## src/rtl/hififo_wr_arbiter_if.sv

```systemverilog
// Bundle of requester-side and TX-side signals of the write-request arbiter.
// The arbiter takes the slave view; whatever drives requests and wr_ready takes the master view.
interface hififo_wr_arbiter_if;
    logic [3:0]   enable;
    logic [3:0]   req_valid;
    logic [255:0] req_data;
    logic [3:0]   req_last;
    logic [3:0]   req_ready;
    logic         wr_valid;
    logic [63:0]  wr_data;
    logic         wr_last;
    logic [1:0]   wr_source;
    logic         wr_ready;
    logic         busy;
    logic         length_error;
    logic [15:0]  packet_count;

    modport master (
        output enable, req_valid, req_data, req_last, wr_ready,
        input  req_ready, wr_valid, wr_data, wr_last, wr_source,
               busy, length_error, packet_count
    );

    modport slave (
        input  enable, req_valid, req_data, req_last, wr_ready,
        output req_ready, wr_valid, wr_data, wr_last, wr_source,
               busy, length_error, packet_count
    );
endinterface

```

## src/rtl/hififo_wr_arbiter.sv

```systemverilog
// Four-way round-robin packet arbiter feeding the PCIe TX write-request channel.
// A grant is held until the last beat of the packet; beats pass through combinationally.
module hififo_wr_arbiter #(
    parameter int MAX_BEATS = 16
) (
    input logic                clock,
    input logic                reset,
    hififo_wr_arbiter_if.slave bus
);
    typedef enum logic {IDLE = 1'b0, GRANT = 1'b1} state_t;

    localparam logic [4:0] LAST_COUNT = 5'(MAX_BEATS - 1);

    state_t      state, state_next;
    logic [1:0]  grant, grant_next, last_served;
    logic [4:0]  beat_count;
    logic [15:0] packet_count;
    logic        length_error;
    logic [63:0] data_hold;
    logic [63:0] grant_data;
    logic [3:0]  candidates;
    logic        found;
    logic        xfer;
    logic        wr_valid;
    logic        wr_last;
    logic        busy;
    logic [3:0]  req_ready;

    assign candidates = bus.req_valid & bus.enable;
    assign grant_data = bus.req_data[{grant, 6'd0} +: 64];
    assign xfer       = wr_valid & bus.wr_ready;

    // Search starts just after the last-served requester and wraps back to it.
    // NOTE: every always_comb assigns defaults first so no latch can be inferred.
    always_comb begin
        grant_next = last_served;
        found      = 1'b0;
        for (int i = 1; i <= 4; i++) begin
            if (!found && candidates[last_served + 2'(i)]) begin
                grant_next = last_served + 2'(i);
                found      = 1'b1;
            end
        end
    end

    // NOTE: registers use non-blocking assignments so all of them sample pre-edge values.
    always_ff @(posedge clock or posedge reset) begin
        if (reset) state <= IDLE;
        else       state <= state_next;
    end

    always_comb begin
        state_next = state;
        case (state)
            IDLE:    if (found) state_next = GRANT;
            GRANT:   if (xfer && bus.req_last[grant]) state_next = IDLE;
            default: state_next = IDLE;
        endcase
    end

    always_comb begin
        wr_valid  = 1'b0;
        wr_last   = 1'b0;
        busy      = 1'b0;
        req_ready = '0;
        if (state == GRANT) begin
            wr_valid         = bus.req_valid[grant];
            wr_last          = bus.req_last[grant];
            busy             = 1'b1;
            req_ready[grant] = bus.wr_ready;
        end
    end

    // NOTE: data_hold is reset too, so wr_data is never X before the first beat.
    always_ff @(posedge clock or posedge reset) begin
        if (reset) begin
            grant        <= 2'd0;
            last_served  <= 2'd3;
            beat_count   <= 5'd0;
            packet_count <= 16'd0;
            length_error <= 1'b0;
            data_hold    <= 64'd0;
        end else begin
            if (state == IDLE && found) begin
                grant      <= grant_next;
                beat_count <= 5'd0;
            end
            if (wr_valid) data_hold <= grant_data;
            if (xfer) begin
                // Saturate so an oversized packet cannot wrap back into range.
                if (beat_count != 5'd31) beat_count <= beat_count + 5'd1;
                if (wr_last) begin
                    last_served  <= grant;
                    packet_count <= packet_count + 16'd1;
                end else if (beat_count == LAST_COUNT) begin
                    length_error <= 1'b1;
                end
            end
        end
    end

    assign bus.wr_valid     = wr_valid;
    assign bus.wr_data      = wr_valid ? grant_data : data_hold;
    assign bus.wr_last      = wr_last;
    assign bus.wr_source    = grant;
    assign bus.req_ready    = req_ready;
    assign bus.busy         = busy;
    assign bus.length_error = length_error;
    assign bus.packet_count = packet_count;
endmodule
```

## src/flat_wrapper.sv

```systemverilog
// flat-port wrapper written by rule: the top's interface ports become plain ports
module hififo_wr_arbiter_flat 
#(
    parameter int MAX_BEATS = 16
)
  (clock, reset, bus_enable, bus_req_valid, bus_req_data, bus_req_last, bus_wr_ready, bus_req_ready, bus_wr_valid, bus_wr_data, bus_wr_last, bus_wr_source, bus_busy, bus_length_error, bus_packet_count);
  hififo_wr_arbiter_if bus_i ();
  input logic clock;
  input logic reset;
  input wire logic [$bits(bus_i.enable)-1:0] bus_enable;
  input wire logic [$bits(bus_i.req_valid)-1:0] bus_req_valid;
  input wire logic [$bits(bus_i.req_data)-1:0] bus_req_data;
  input wire logic [$bits(bus_i.req_last)-1:0] bus_req_last;
  input wire logic [$bits(bus_i.wr_ready)-1:0] bus_wr_ready;
  output wire logic [$bits(bus_i.req_ready)-1:0] bus_req_ready;
  output wire logic [$bits(bus_i.wr_valid)-1:0] bus_wr_valid;
  output wire logic [$bits(bus_i.wr_data)-1:0] bus_wr_data;
  output wire logic [$bits(bus_i.wr_last)-1:0] bus_wr_last;
  output wire logic [$bits(bus_i.wr_source)-1:0] bus_wr_source;
  output wire logic [$bits(bus_i.busy)-1:0] bus_busy;
  output wire logic [$bits(bus_i.length_error)-1:0] bus_length_error;
  output wire logic [$bits(bus_i.packet_count)-1:0] bus_packet_count;
  assign bus_i.enable = bus_enable;
  assign bus_i.req_valid = bus_req_valid;
  assign bus_i.req_data = bus_req_data;
  assign bus_i.req_last = bus_req_last;
  assign bus_i.wr_ready = bus_wr_ready;
  assign bus_req_ready = bus_i.req_ready;
  assign bus_wr_valid = bus_i.wr_valid;
  assign bus_wr_data = bus_i.wr_data;
  assign bus_wr_last = bus_i.wr_last;
  assign bus_wr_source = bus_i.wr_source;
  assign bus_busy = bus_i.busy;
  assign bus_length_error = bus_i.length_error;
  assign bus_packet_count = bus_i.packet_count;
  hififo_wr_arbiter #(.MAX_BEATS(MAX_BEATS)) u_core (.clock(clock), .reset(reset), .bus(bus_i));
endmodule
```

## config.mk

```make
export PLATFORM = sky130hd
export DESIGN_NAME = hififo_wr_arbiter_flat
export DESIGN_NICKNAME = d
export VERILOG_FILES = /design/src/rtl/hififo_wr_arbiter_if.sv /design/src/rtl/hififo_wr_arbiter.sv /design/src/flat_wrapper.sv
export SDC_FILE = /design/constraint.sdc
export NUM_CORES = 1
export LEC_CHECK = 0
export CORE_AREA = 10 10 132 134
export CTS_CLUSTER_SIZE = 16
export DETAILED_ROUTE_END_ITERATION = 16
export DIE_AREA = 0 0 142 144
export GPL_TIMING_DRIVEN = 0
export HOLD_SLACK_MARGIN = 0.1
export PLACE_DENSITY = 0.89
export SETUP_SLACK_MARGIN = 0.02
export SYNTH_ARGS = -nofsm -noshare
export SYNTH_HDL_FRONTEND = slang
export SYNTH_SLANG_ARGS = --single-unit
```

## constraint.sdc

```tcl
create_clock -name clock -period 5 [get_ports clock]
set_clock_uncertainty 0.05 [all_clocks]
set_input_delay 0.75 -clock clock [delete_from_list [all_inputs] [get_ports clock]]
set_output_delay 0.75 -clock clock [all_outputs]
set_load 0.05 [all_outputs]
```

* Yosys cells after proc, flatten, opt, wreduce, memory -nomap -nowiden
Cells that the tools add are included.
** Storage, ports and cells
- Register bits :: 91
- Output and inout port bits :: 90
- Logic and storage cells :: 70
** Operators by class
- Add/subtract/negate cells :: 5
- $lt $le $gt $ge :: 6
- Equal/unequal tests :: 2
- Shift-type cells :: 1
- Muxes and demuxes :: 33
- Bitwise logic cells :: 5
- Reduce and logical (&&, ||, !) cells :: 11
** Operators with widths (count)
- variable part select 256 x 9 -> 64 bit :: 1
- two-way mux 64 bit :: 1
- adder 16 x 1 -> 16 bit (second input constant) :: 1
- two-way mux 1 bit :: 16
- less-than comparator 2 x 3 -> 1 bit (second input constant) :: 5
- two-way mux 5 bit :: 3
- binary-select mux 1 bit (select 2 bit) :: 6
- bitwise AND 4 bit :: 2
- two-way mux 2 bit :: 4
- logical AND 1 bit :: 6
- adder 5 x 1 -> 5 bit (second input constant) :: 1
- == test 5 x 4 -> 1 bit (second input constant) :: 1
- != test 5 bit (second input constant) :: 1
- adder 2 bit (second input constant) :: 2
- two-way mux 4 bit :: 1
- logical NOT 1 bit :: 3
- AND reduction 3 bit :: 1
- adder 2 x 1 -> 2 bit (second input constant) :: 1
- demux 1 bit (select 2 bit) :: 1
- greater-or-equal comparator 2 x 1 -> 1 bit (second input constant) :: 1
- inverter 1 bit :: 2
- case mux 1 bit (2 select lines) :: 1
- AND reduction 2 bit :: 1
- bitwise AND 1 bit :: 1

* Logic depth before layout (Yosys ltp)
- Word-level depth :: 17
- Mapped depth :: 8
- Gate-level depth less buffers :: 6

* Worst setup path after synthesis
Ideal clock, no wire load.
- Kind :: register to output
- Start :: register u_core.grant[1], in the netlist u_core.bus.wr_source[1]
- End :: output port bus_req_ready[2]
- Data arrival time :: 2.170 ns
- Data required time :: 4.200 ns
- Path slack :: 2.030 ns
- Stages on the path, launching flop included :: 6
- Path buffers :: 3
- Cells stage by stage :: dfrtp_1 -> buf_2 -> buf_2 -> buf_1 -> inv_1 -> nor2_1
** On the way
- Word-level cells in the longest chain between the ends :: 6
- Elaborated cells on any way between the ends :: 7
- Those cells by class :: order compare (2); mux (3); bitwise (1); reduce/logical (1)
** Ends and longest elaborated chain
- from (decl) :: RTL line hififo_wr_arbiter.sv:15 : logic [1:0] grant, grant_next, last_served;
- from (signal assigned) :: RTL line hififo_wr_arbiter.sv:85 : grant <= grant_next;
- less-than comparator 2 x 3 -> 1 bit (not written as such) or greater-or-equal comparator 2 x 1 -> 1 bit (tied branches) :: RTL line hififo_wr_arbiter.sv:70 : req_ready[grant] = bus.wr_ready;
- logical AND 1 bit (not written as such) :: RTL line hififo_wr_arbiter.sv:70
- two-way mux 1 bit (not written as such) :: RTL line hififo_wr_arbiter.sv:70
- demux 1 bit (select 2 bit) *
- bitwise AND 4 bit (no source line) *
- two-way mux 4 bit * :: RTL line hififo_wr_arbiter.sv:66 : if (state == GRANT) begin
- to (decl) :: RTL line flat_wrapper.sv:15 : output wire logic [$bits(bus_i.req_ready)-1:0] bus_req_ready;
Every way passes the cells marked *; elsewhere a longest branch is shown, timed or not.

* Final worst setup path
- Start :: input port bus_req_valid[3]
- End :: output port bus_wr_data[35]
** On the way
- Word-level cells in the longest chain between the ends :: 4
** Ends and longest elaborated chain
- from (decl) :: RTL line flat_wrapper.sv:11 : input wire logic [$bits(bus_i.req_valid)-1:0] bus_req_valid;
- binary-select mux 1 bit (select 2 bit) :: RTL line hififo_wr_arbiter.sv:67 : wr_valid = bus.req_valid[grant];
- two-way mux 1 bit (not written as such) :: RTL line hififo_wr_arbiter.sv:67
- two-way mux 1 bit :: RTL line hififo_wr_arbiter.sv:66
- two-way mux 64 bit :: RTL line hififo_wr_arbiter.sv:103 : assign bus.wr_data = wr_valid ? grant_data : data_hold;
- to (decl) :: RTL line flat_wrapper.sv:17 : output wire logic [$bits(bus_i.wr_data)-1:0] bus_wr_data;
No other way between the ends. The select of a mux whose other input is x is not followed.

==> impl_summary.log <==
[metrics] status: completed
[metrics] Layout Cells excl Fill: slightly above 900
[metrics] maximum number of pins on one net before global-route repair: 48
[metrics] number of clock sinks: 91
[metrics] CTS H-tree lvls: 3
[metrics] HPWL Detailed: 20000 um
[metrics] initial antenna violation count: 0
[metrics] Clock Latency Late Sink: between 0.3 and 0.4 ns
[metrics] maximum net fanout on the critical path: 10
[metrics] max capacitance violation total: 0
[metrics] die area: about 20000 um2
[metrics] area share of the leading cell type in the synthesized netlist: between 40% and 50%
[metrics] data arrival at the endpoint of the critical path: around 3.4 ns
[metrics] type of the setup path with the least slack: in -> out
[metrics] wire length per cell: 25.7 um
[metrics] post-CTS clock slew at the launch and capture registers of the worst setup and hold paths: approximately 0.060 ns
[metrics] total detailed-routing wirelength: between 20000 and 25000 um
[metrics] path type of the worst min-delay path: reg -> reg
[metrics] achievable frequency: approximately 0.24 GHz
[metrics] number of nets still failing antenna checks after routing: 0
[metrics] global-route usage over all layers: between 20% and 30%
[metrics] area growth from synthesis to final layout: 78.4%
[metrics] number of hold-repair buffers added at the cts stage: 0
[metrics] total number of vias: 4835
[metrics] capturing element type of the critical path: output port
[metrics] Worst EP required: about 4.2 ns
[metrics] sequential element share of the synthesized area: ~43%
[metrics] number of setup buffers added after CTS: 0
[metrics] number of placed instances, taps included: 907
[metrics] DRC viols: 0
[metrics] count of cells resized by post-cts repair: 0
[metrics] final global-route overflow total: 0
[metrics] synthesized area divided by synthesized cell count: around 15 um2
[metrics] min Tclk post-route: 4.15 ns
[metrics] count of antenna diodes in the layout: 0
[metrics] DIE WIDTH: between 100 and 150 um
[metrics] final-report setup violation count: 0
[metrics] FILL cells: approximately 1100
[metrics] ratio of cells with drive above 1 in the final layout: 23.7%
[metrics] biggest area consumer among synthesized cells: dfrtp_1
[metrics] most frequent cells in the layout: clkdlybuf4s50_1, dfrtp_1, mux2_2
[metrics] I/O Pins: approximately 360
[metrics] average via count per standard cell: 5.24
[metrics] final layout net count: ~1000
[metrics] synth warn: 0
[metrics] setup TNS after final layout: 0 ns
[metrics] cell area after synthesis: ~5400 um2
[metrics] drt first pass iters: 4
[metrics] Syn Inst Count: ~360
[metrics] number of pins with negative max-slew slack in the final report: 0
[metrics] Cell Rows: between 40 and 50
[metrics] starting density of the core: a little over a third
[metrics] placer congestion estimate: just under 0.9
[metrics] Peak VDD IR: about 680 uV
[metrics] startpoint types: input pin
[metrics] standby leakage power: 3.70 nW
[metrics] IO Port Bufs: 360
[metrics] master cell of the clock root buffer: clkbuf_16
[metrics] clock tree from TritonCTS: built
[metrics] Rel. slew slack: a little under three fifths
[metrics] largest buffer count on any clock path: 2
[metrics] core outline area: roughly 15000 um2
[metrics] via count of the first global-routing pass: approximately 5600
[metrics] synthesized net count: 633
[metrics] worst-margin pin slew: ~0.66 ns
[metrics] count of routing violations after the opening detailed-route iteration: around 200
[metrics] Final Hold Viols: 0
[metrics] hold_ws: around 0.43 ns
[metrics] number of buffers created by CTS: 9
[metrics] number of distinct library cell variants in the gate-level netlist after synthesis: 36
[metrics] commonest non-fill, non-tap cell in the layout: clkdlybuf4s50_1
[metrics] wire length of the first global-routing pass: approximately 35000 um
[metrics] number of flip-flops and latches in the synthesized netlist: ~90
[metrics] Final period util: between 80 and 90%
[metrics] unrepaired setup endpoints after global routing: no
[metrics] areal power density over the cells: 705 nW/um2
[metrics] main area contributors after synthesis: dfrtp_1, mux4_2, mux2_2, xnor2_1, nand2_1
[metrics] Die Ht: around 140 um
[Yosys cell counts, drive strengths merged]
cell type  count
a21boi         1
nor2b          1
and3           5
a22oi          3
nor2           9
o21bai         1
a22o           1
dfrtp         89
mux4          65
clkbuf         8
ha             4
mux2i          6
a21oi          1
nand4          7
inv            4
buf           20
nand2         19
dfstp          2
nand2b         2
a32oi          1
xnor2         14
and4           2
xor2           1
o2bb2ai        1
mux2          67
nand3          9
o21ai          8
o22ai          2
and2           4
nand3b         1
[registers in the layout, summed over array words and instances, names as in the netlist]
| signal | cells |
|---|---|
| u_core.data_hold | 64 |
| u_core.last_served | 2 |
| u_core.state | 1 |
| u_core.beat_count | 5 |
| u_core.bus.wr_source | 2 |
| u_core.bus.packet_count | 16 |
| u_core.bus.length_error | 1 |
[worst max-delay path, cell delays in order]
cell	delay, ns
clkdlybuf4s50_1	0.46
mux2i_1	0.27
nand2_1	0.09
nand3_1	0.10
buf_2	0.29
buf_4	0.25
mux2_2	0.36
clkdlybuf4s50_1	0.78
[logic make-up after synthesis]
family          after synthesis  share of synthesized area (%)
flops                        91                           42.6
fa+ha+maj                     4                          0.935
simple gates                 59                           5.70
buf+inv                      32                           3.51
mux                         138                           42.6
compound gates               19                           2.27
xor+xnor                     15                           2.45
[worst paths after layout]
kind,start,to,slack [ns],cells after the start
worst max-delay path,bus_req_valid[3],bus_wr_data[35],0.85,8
worst min-delay path,u_core.bus.packet_count[15]$_DFFE_PP0P_,u_core.bus.packet_count[15]$_DFFE_PP0P_,0.43,1
worst max register to register,u_core.bus.wr_source[1]$_DFFE_PP0P_,u_core.data_hold[60]$_DFF_PP0_,2.56,5
worst min register to register,u_core.bus.packet_count[15]$_DFFE_PP0P_,u_core.bus.packet_count[15]$_DFFE_PP0P_,0.43,1
max in group asynchronous,reset,u_core.last_served[0]$_DFFE_PP1P_,3.41,3
min in group asynchronous,reset,u_core.data_hold[19]$_DFF_PP0_,0.78,2
[cell type report]
cell class / count / area [um2] / area share (%)
timing repair buffer: 361 / 3630 / 38.0
sequential: 91 / 2280 / 23.9
buffer: 28 / 173 / 1.81
inverter: 4 / 17.5 / 0.183
clock inverter: 7 / 103 / 1.07
clock buffer: 9 / 225 / 2.36
multi-input combinational: 235 / 2890 / 30.2
tap: 188 / 235 / 2.46
[where the power goes]
| group | switching, mW | leakage [nW] | internal (mW) |
|---|---|---|---|
| combinational | 2.88 | 2.43 | 1.91 |
| sequential | 0.124 | 1.10 | 1.07 |
| clock | 0.313 | 0.163 | 0.446 |
| total | 3.32 | 3.70 | 3.42 |
[per-stage QoR]
step | cell area (um2) | util [%] | power (mW) | setup slack (ns)
after floorplan | 5350 | - | 4.40 | 1.84
after global placement | 9190 | 61.8 | 5.91 | 0.492
after detailed placement | 9220 | 62.0 | 6.03 | 0.803
after CTS | 9550 | 64.3 | 6.81 | 0.797
after global routing | 9550 | 64.3 | 7.03 | 0.672
final | 9550 | 64.3 | 6.74 | 0.851
[layer usage]
layer	GRT usage, %	up-vias	routed length (um)
li1	-	2134	-
met1	25.5	2429	8860
met2	40.0	241	12400
met3	7.35	31	1970
met4	6.24	0	480
met5	0	-	0
(Power assumes the default switching activity.)
==> RTL change 1: new RTL, config.mk and constraints unchanged <==
`MAX_BEATS` is set to 16 in 2 places; all go to 12.
--- a/src/rtl/hififo_wr_arbiter.sv
+++ b/src/rtl/hififo_wr_arbiter.sv
@@ -1,7 +1,7 @@
 // Four-way round-robin packet arbiter feeding the PCIe TX write-request channel.
 // A grant is held until the last beat of the packet; beats pass through combinationally.
 module hififo_wr_arbiter #(
-    parameter int MAX_BEATS = 16
+    parameter int MAX_BEATS = 12
 ) (
     input logic                clock,
     input logic                reset,
--- a/src/flat_wrapper.sv
+++ b/src/flat_wrapper.sv
@@ -1,7 +1,7 @@
 // flat-port wrapper written by rule: the top's interface ports become plain ports
 module hififo_wr_arbiter_flat 
 #(
-    parameter int MAX_BEATS = 16
+    parameter int MAX_BEATS = 12
 )
   (clock, reset, bus_enable, bus_req_valid, bus_req_data, bus_req_last, bus_wr_ready, bus_req_ready, bus_wr_valid, bus_wr_data, bus_wr_last, bus_wr_source, bus_busy, bus_length_error, bus_packet_count);
   hififo_wr_arbiter_if bus_i ();
Check against the original RTL: same outputs for any inputs over 4 cycles, from zero or initial values and one cycle with reset high; that may be too few to reach the edited logic, so the function may still have changed.
==> RTL change 1 against the unedited design <==
- cell count rose by 0.43%
- register-to-register slack improved by 0.21 ns
- setup slack improved by 0.064 ns
- design area rose by 1.3%
- sequential cell count did not move
- routed wire length fell by 0.66%
- synthesized area rose by 2.9%
- critical path type unchanged
- largest cell class unchanged
- first-iteration DRC count rose by 39%
- power rose by 1.8%
==> RTL change 1: results (changes against the unedited design) <==
Critical path
  • Reg2reg start: u_core.bus.wr_source[1]$_DFFE_PP0P_
  • Maximum fanout along the worst path: 10 (unchanged)
  • Arrival time worst endpoint: 3.29 ns (-0.06 ns)
  • R2R Path End: u_core.data_hold[62]$_DFF_PP0_
  • Reg2Reg Depth: 5 (unchanged)
  • Worst Setup SP: bus_req_valid[0]
  • Setup slack, reg-to-reg: 2.77 ns (+0.21 ns)

CTS
  • H-tree Lvls: 3 (unchanged)
  • Clk buf depth: 2 (unchanged)
  • Post-CTS Setup Inserts: 0 (unchanged)
  • CTS clk-pin slew, worst paths: 0.06 ns (about the same)
  • Cts repair resizes: 0 (unchanged)
  • CTS buffer count: 9 (unchanged)
  • Worst skew pair latency: 0.34 ns

Cells and area
  • Filler cell count in the final layout: 1087 (-1.9%)
  • Nets: 1008 (+0.30%)
  • ANT cells: 0 (unchanged)
  • Top flop regs: u_core.data_hold x64, u_core.bus.packet_count x16, u_core.beat_count x5
  • Share of layout cells above drive strength 1: 20.6% (-3.1 points)
  • Final non-filler cell total: 927 (+0.43%)
  • Register area: 2280 um^2 (unchanged)

Routing
  • Initial drt markers: 275 (+39%)
  • Vias per inst: 5.29 (+1.0%)
  • Drt pass-1 iters: 6 (+2)
  • Mean routed wirelength per cell: 25.5 um (-1.1%)

Synth
  • List of most frequent post-synthesis cells: 89 x dfrtp_1, 60 x mux4_2, 41 x mux2_2
  • Primary FF master, synth: dfrtp_1
  • FFs w/ async S/R, synth: 100% (unchanged)
  • Area contributors post-synth: dfrtp_1 40%, mux4_2 25%, mux2_2 8.4%
  • Syn_area_per_cell: 15.2 um^2 (+1.8%)
  • Synth cell types: 48 (+33%)
  • Net count after synthesis: 636 (+0.47%)
  • Post-synthesis sequential area ratio: 41.4% (-1.2 points)

Power and ir drop
  • Leak: 3.72 nW (+0.57%)
  • Pint: 0.00347 W (+1.5%)
  • Worst-case vdd ir drop: 0.473 mV (-31%)

GRT
  • First-pass GRT wire length: 34000 um (-3.2%)
  • Largest net degree at the start of global routing: 48 (unchanged)
  • Overall Global Routing Usage: 22.0% (-0.60 points)
  • Vias in the first global route: 5409 (-3.0%)
  • Antenna violations before repair: 1 (+1)

Placed design
  • Routability Congestion: 0.950 (+6.5%)
  • Placed cells: 911 (+0.44%)
  • DP Area: 9380 um^2 (+1.7%)
  • Worst slack, placed: 0.897 ns (+0.0948 ns)
  • Hpwl dp: 19800 um (-1.2%)
  • IO buf count: 360 (unchanged)

Hold path
  • Hold path startpoint: u_core.bus.packet_count[15]$_DFFE_PP0P_
  • Hold crit path type: reg -> reg
  • Hold Path End: u_core.bus.packet_count[15]$_DFFE_PP0P_
  • Worst Hold Path Cells: 1 (unchanged)

Status
  • Status: completed

STA
  • Worst Tran Pin Value: 0.644 ns (-0.0194 ns)
  • Setup TNS: 0 ns (unchanged)
-- RTL change 1: worst max path at each step --
stage	endpoint	slack (ns)	cells after the start
5_1_grt	bus_wr_data[27]	0.79	8
2_1_floorplan	u_core.beat_count[0]$_DFF_PP0_	1.84	1
3_5_place_dp	bus_wr_data[27]	0.90	8
6_report	bus_wr_data[26]	0.91	8
4_1_cts	bus_wr_data[27]	0.89	8
3_3_place_gp	u_core.data_hold[55]$_DFF_PP0_	0.42	2
-- RTL change 1: power by group through the flow --
stage | Clock, W | Sequential, W | Combinational [W]
finish | 0.000682 | 0.00120 | 0.00498
detailed placement | 0 | 0.00121 | 0.00501
global route | 0.000729 | 0.00123 | 0.00518
global placement | 0 | 0.00119 | 0.00493
floorplan | 0 | 0.00127 | 0.00329
CTS | 0.000699 | 0.00120 | 0.00503
-- RTL change 1: metal layers --
metal	GRT usage [%]	share of wire (%)	vias up
met5	0	0.055	-
met4	6.08	1.8	2
met3	6.43	7.4	25
met2	39.4	54	219
met1	24.9	37	2484
li1	-	-	2176
-- RTL change 1: cells by family after synthesis --
| logic type | synth area share (%) |
|---|---|
| AND/OR/NAND/NOR | 6.65 |
| multiplexers | 42.2 |
| XOR/XNOR | 2.38 |
| adder cells (fa/ha/maj) | 0.681 |
| flip-flops | 41.4 |
| buffers and inverters | 4.34 |
| AO/OA/AOI/OAI | 2.41 |
-- RTL change 1: final cells by class --
type	count	share of cell area, %
multi-input cells	240	30.9
plain buffers	26	2.28
inverters	5	0.220
clock buffers	12	2.55
repair buffers	361	37.5
clock inverters	4	0.517
flip-flops and latches	91	23.6
well taps	188	2.43
-- RTL change 1: stage by stage --
step           hold slack, ns  power (W)
2_1_floorplan           0.412    0.00455
3_3_place_gp            0.410    0.00612
3_5_place_dp            0.411    0.00622
4_1_cts                 0.430    0.00692
5_1_grt                 0.436    0.00714
6_report                0.426    0.00686
-- RTL change 1: worst max-delay path, stage by stage --
cell and delay (ns):
clkdlybuf4s50_1 0.51, mux2i_1 0.26, nand2b_1 0.08, nand3_1 0.12
buf_4 0.24, buf_6 0.20, mux2_2 0.37, clkdlybuf4s50_1 0.74
==> RTL change 2: new RTL, config.mk and constraints unchanged <==
Without the edit above. Reset style: synchronous (`reset`), changed in 2 clocked blocks.
--- a/src/rtl/hififo_wr_arbiter.sv
+++ b/src/rtl/hififo_wr_arbiter.sv
@@ -44,7 +44,7 @@
     end
 
     // NOTE: registers use non-blocking assignments so all of them sample pre-edge values.
-    always_ff @(posedge clock or posedge reset) begin
+    always_ff @(posedge clock) begin
         if (reset) state <= IDLE;
         else       state <= state_next;
     end
@@ -72,7 +72,7 @@
     end
 
     // NOTE: data_hold is reset too, so wr_data is never X before the first beat.
-    always_ff @(posedge clock or posedge reset) begin
+    always_ff @(posedge clock) begin
         if (reset) begin
             grant        <= 2'd0;
             last_served  <= 2'd3;
Behaviour: differs if reset is asserted again (counterexample within 4 cycles, from zero or initial values and one cycle with reset high); with reset held inactive, the same outputs for 4 cycles.
==> RTL change 2 against the unedited design <==
- via count up 16%
- routed wire length up 7.9%
- sequential cell count unchanged
- count of clock-buffer cells in the layout up 4
- cell count up 13%
- non-clock buffer count up 12
- setup slack better by 0.033 ns
- synthesized area up 12%
- design area up 6.1%
- synthesized cell count up 34%
- utilization up 3.9 points
- critical path type unchanged
Power is not compared: it rests on default switching activity, and its combinational part moved more than twofold at a synthesized area within 25%.
==> RTL change 2: results (changes against the unedited design) <==
Synth
  • FFs w/ async S/R, synth: 0% (-100 points)
  • Post-synthesis xor/xnor area fraction: 0% (-2.5 points)
  • Post-synthesis compound-gate area fraction: 4.86% (+2.6 points)
  • Net count after synthesis: 756 (+19%)
  • Synth cell types: 50 (+39%)
  • Post-synthesis mux area share: 42.8% (+0.29 points)
  • List of most frequent post-synthesis cells: 91 x dfxtp_1, 66 x mux4_2, 50 x mux2_4
  • Adder-cell share of the synthesized area: 0.834% (-0.10 points)
  • Syn_area_per_cell: 12.5 um^2 (-17%)
  • Area contributors post-synth: dfxtp_1 30%, mux4_2 25%, mux2_4 13%
  • Post-synthesis sequential area ratio: 30.4% (-12 points)

Cells and area
  • ANT cells: 0 (unchanged)
  • Nets: 1127 (+12%)
  • Top flop regs: u_core.data_hold x64, u_core.bus.packet_count x16, u_core.beat_count x5
  • Max reg flops: 64 (unchanged)
  • Share of layout cells above drive strength 1: 21.1% (-2.5 points)

Critical path
  • Reg2reg start: u_core.bus.wr_source[1]$_SDFFE_PP0P_
  • Arrival time worst endpoint: 3.32 ns (-0.03 ns)
  • R2R Path End: u_core.data_hold[11]$_SDFF_PP0_
  • CP delay by family, top: buffers and inverters
  • Worst Setup EP: bus_wr_data[22]
  • Reg2Reg Depth: 5 (unchanged)
  • Crit path max-delay cell type: clkdlybuf4s50_1
  • Setup slack, reg-to-reg: 2.70 ns (+0.14 ns)
  • Maximum fanout along the worst path: 10 (unchanged)
  • Critical Path Max Stage Delay: 0.75 ns (-0.03 ns)
  • Worst Setup SP: bus_req_valid[0]

Power and ir drop
  • Clock network power share: between 20% and 30%
  • Leak: approximately 4 nW
  • Pint: about 0.0019 W

Placed design
  • Routability Congestion: 0.914 (+2.6%)
  • DP Area: 9840 um^2 (+6.7%)
  • Placed cells: 1029 (+13%)
  • Hpwl dp: 21500 um (+7.1%)
  • Worst slack, placed: 0.880 ns (+0.0773 ns)

Status
  • Status: completed

GRT
  • Largest net degree at the start of global routing: 14 (-71%)
  • Met3 Usage GRT: 5.67% (-1.7 points)
  • GR Util met1: 26.6% (+1.1 points)
  • Met2 GRT Util: 43.8% (+3.8 points)
  • Vias in the first global route: 5919 (+6.2%)
  • First-pass GRT wire length: 37000 um (+5.5%)
  • Overall Global Routing Usage: 23.8% (+1.1 points)

Routing
  • Met2 Wirelength: 13900 um (+12%)
  • Initial drt markers: 318 (+61%)
  • Drt pass-1 iters: 5 (+1)
  • Total length of routed wires: 25600 um (+7.9%)
  • Wl on met1: 9480 um (+7.0%)
  • Total number of vias: 5612 (+16%)
  • Mean routed wirelength per cell: 24.6 um (-4.6%)
  • Met3 wire len: 1840 um (-7.0%)

STA
  • FMAX: 0.243 GHz (+0.79%)
  • Slew headroom: 51.8% (-4.0 points)

Hold path
  • Hold crit path type: reg -> reg

CTS
  • CTS clk-pin slew, worst paths: 0.06 ns (about the same)
  • Clk buf depth: 2 (unchanged)
  • CTS buffer count: 9 (unchanged)
[RTL change 2: changes by cell type after synthesis, moves of 10 or more]
cell and change:
nor2_1 +10, mux2_2 -42, and2b_1 +49, nor2b_1 +25
mux2_4 +50, dfxtp_1 +91, dfrtp_1 -89, clkbuf_1 +13
xnor2_1 -14, a21oi_1 +11
[RTL change 2: layout make-up]
class,instances,area [um^2]
well taps,188,235
fillers,1109,4730
multi-input cells,339,3830
inverters,10,37.5
repair buffers,360,3600
clock buffers,13,260
flip-flops and latches,91,1820
clock inverters,2,35.0
plain buffers,41,310
[RTL change 2: cell families (layout without fill, tap and decap cells)]
kind of cell,count (synthesis),in the layout
buf+inv,51,426
compound gates,42,42
fa+ha+maj,4,4
simple gates,147,147
flops,91,91
mux,146,146
[RTL change 2: worst min path at each step]
| stage | startpoint | cells after the start | slack, ns | endpoint |
|---|---|---|---|---|
| 3_5_place_dp | u_core.bus.length_error$_SDFFE_PP0P_ | 2 | 0.42 | u_core.bus.length_error$_SDFFE_PP0P_ |
| 5_1_grt | u_core.bus.length_error$_SDFFE_PP0P_ | 2 | 0.49 | u_core.bus.length_error$_SDFFE_PP0P_ |
| 2_1_floorplan | u_core.beat_count[3]$_SDFF_PP0_ | 2 | 0.44 | u_core.beat_count[3]$_SDFF_PP0_ |
| 4_1_cts | u_core.bus.length_error$_SDFFE_PP0P_ | 2 | 0.44 | u_core.bus.length_error$_SDFFE_PP0P_ |
| 6_report | u_core.bus.length_error$_SDFFE_PP0P_ | 2 | 0.43 | u_core.bus.length_error$_SDFFE_PP0P_ |
| 3_3_place_gp | u_core.bus.length_error$_SDFFE_PP0P_ | 2 | 0.42 | u_core.bus.length_error$_SDFFE_PP0P_ |
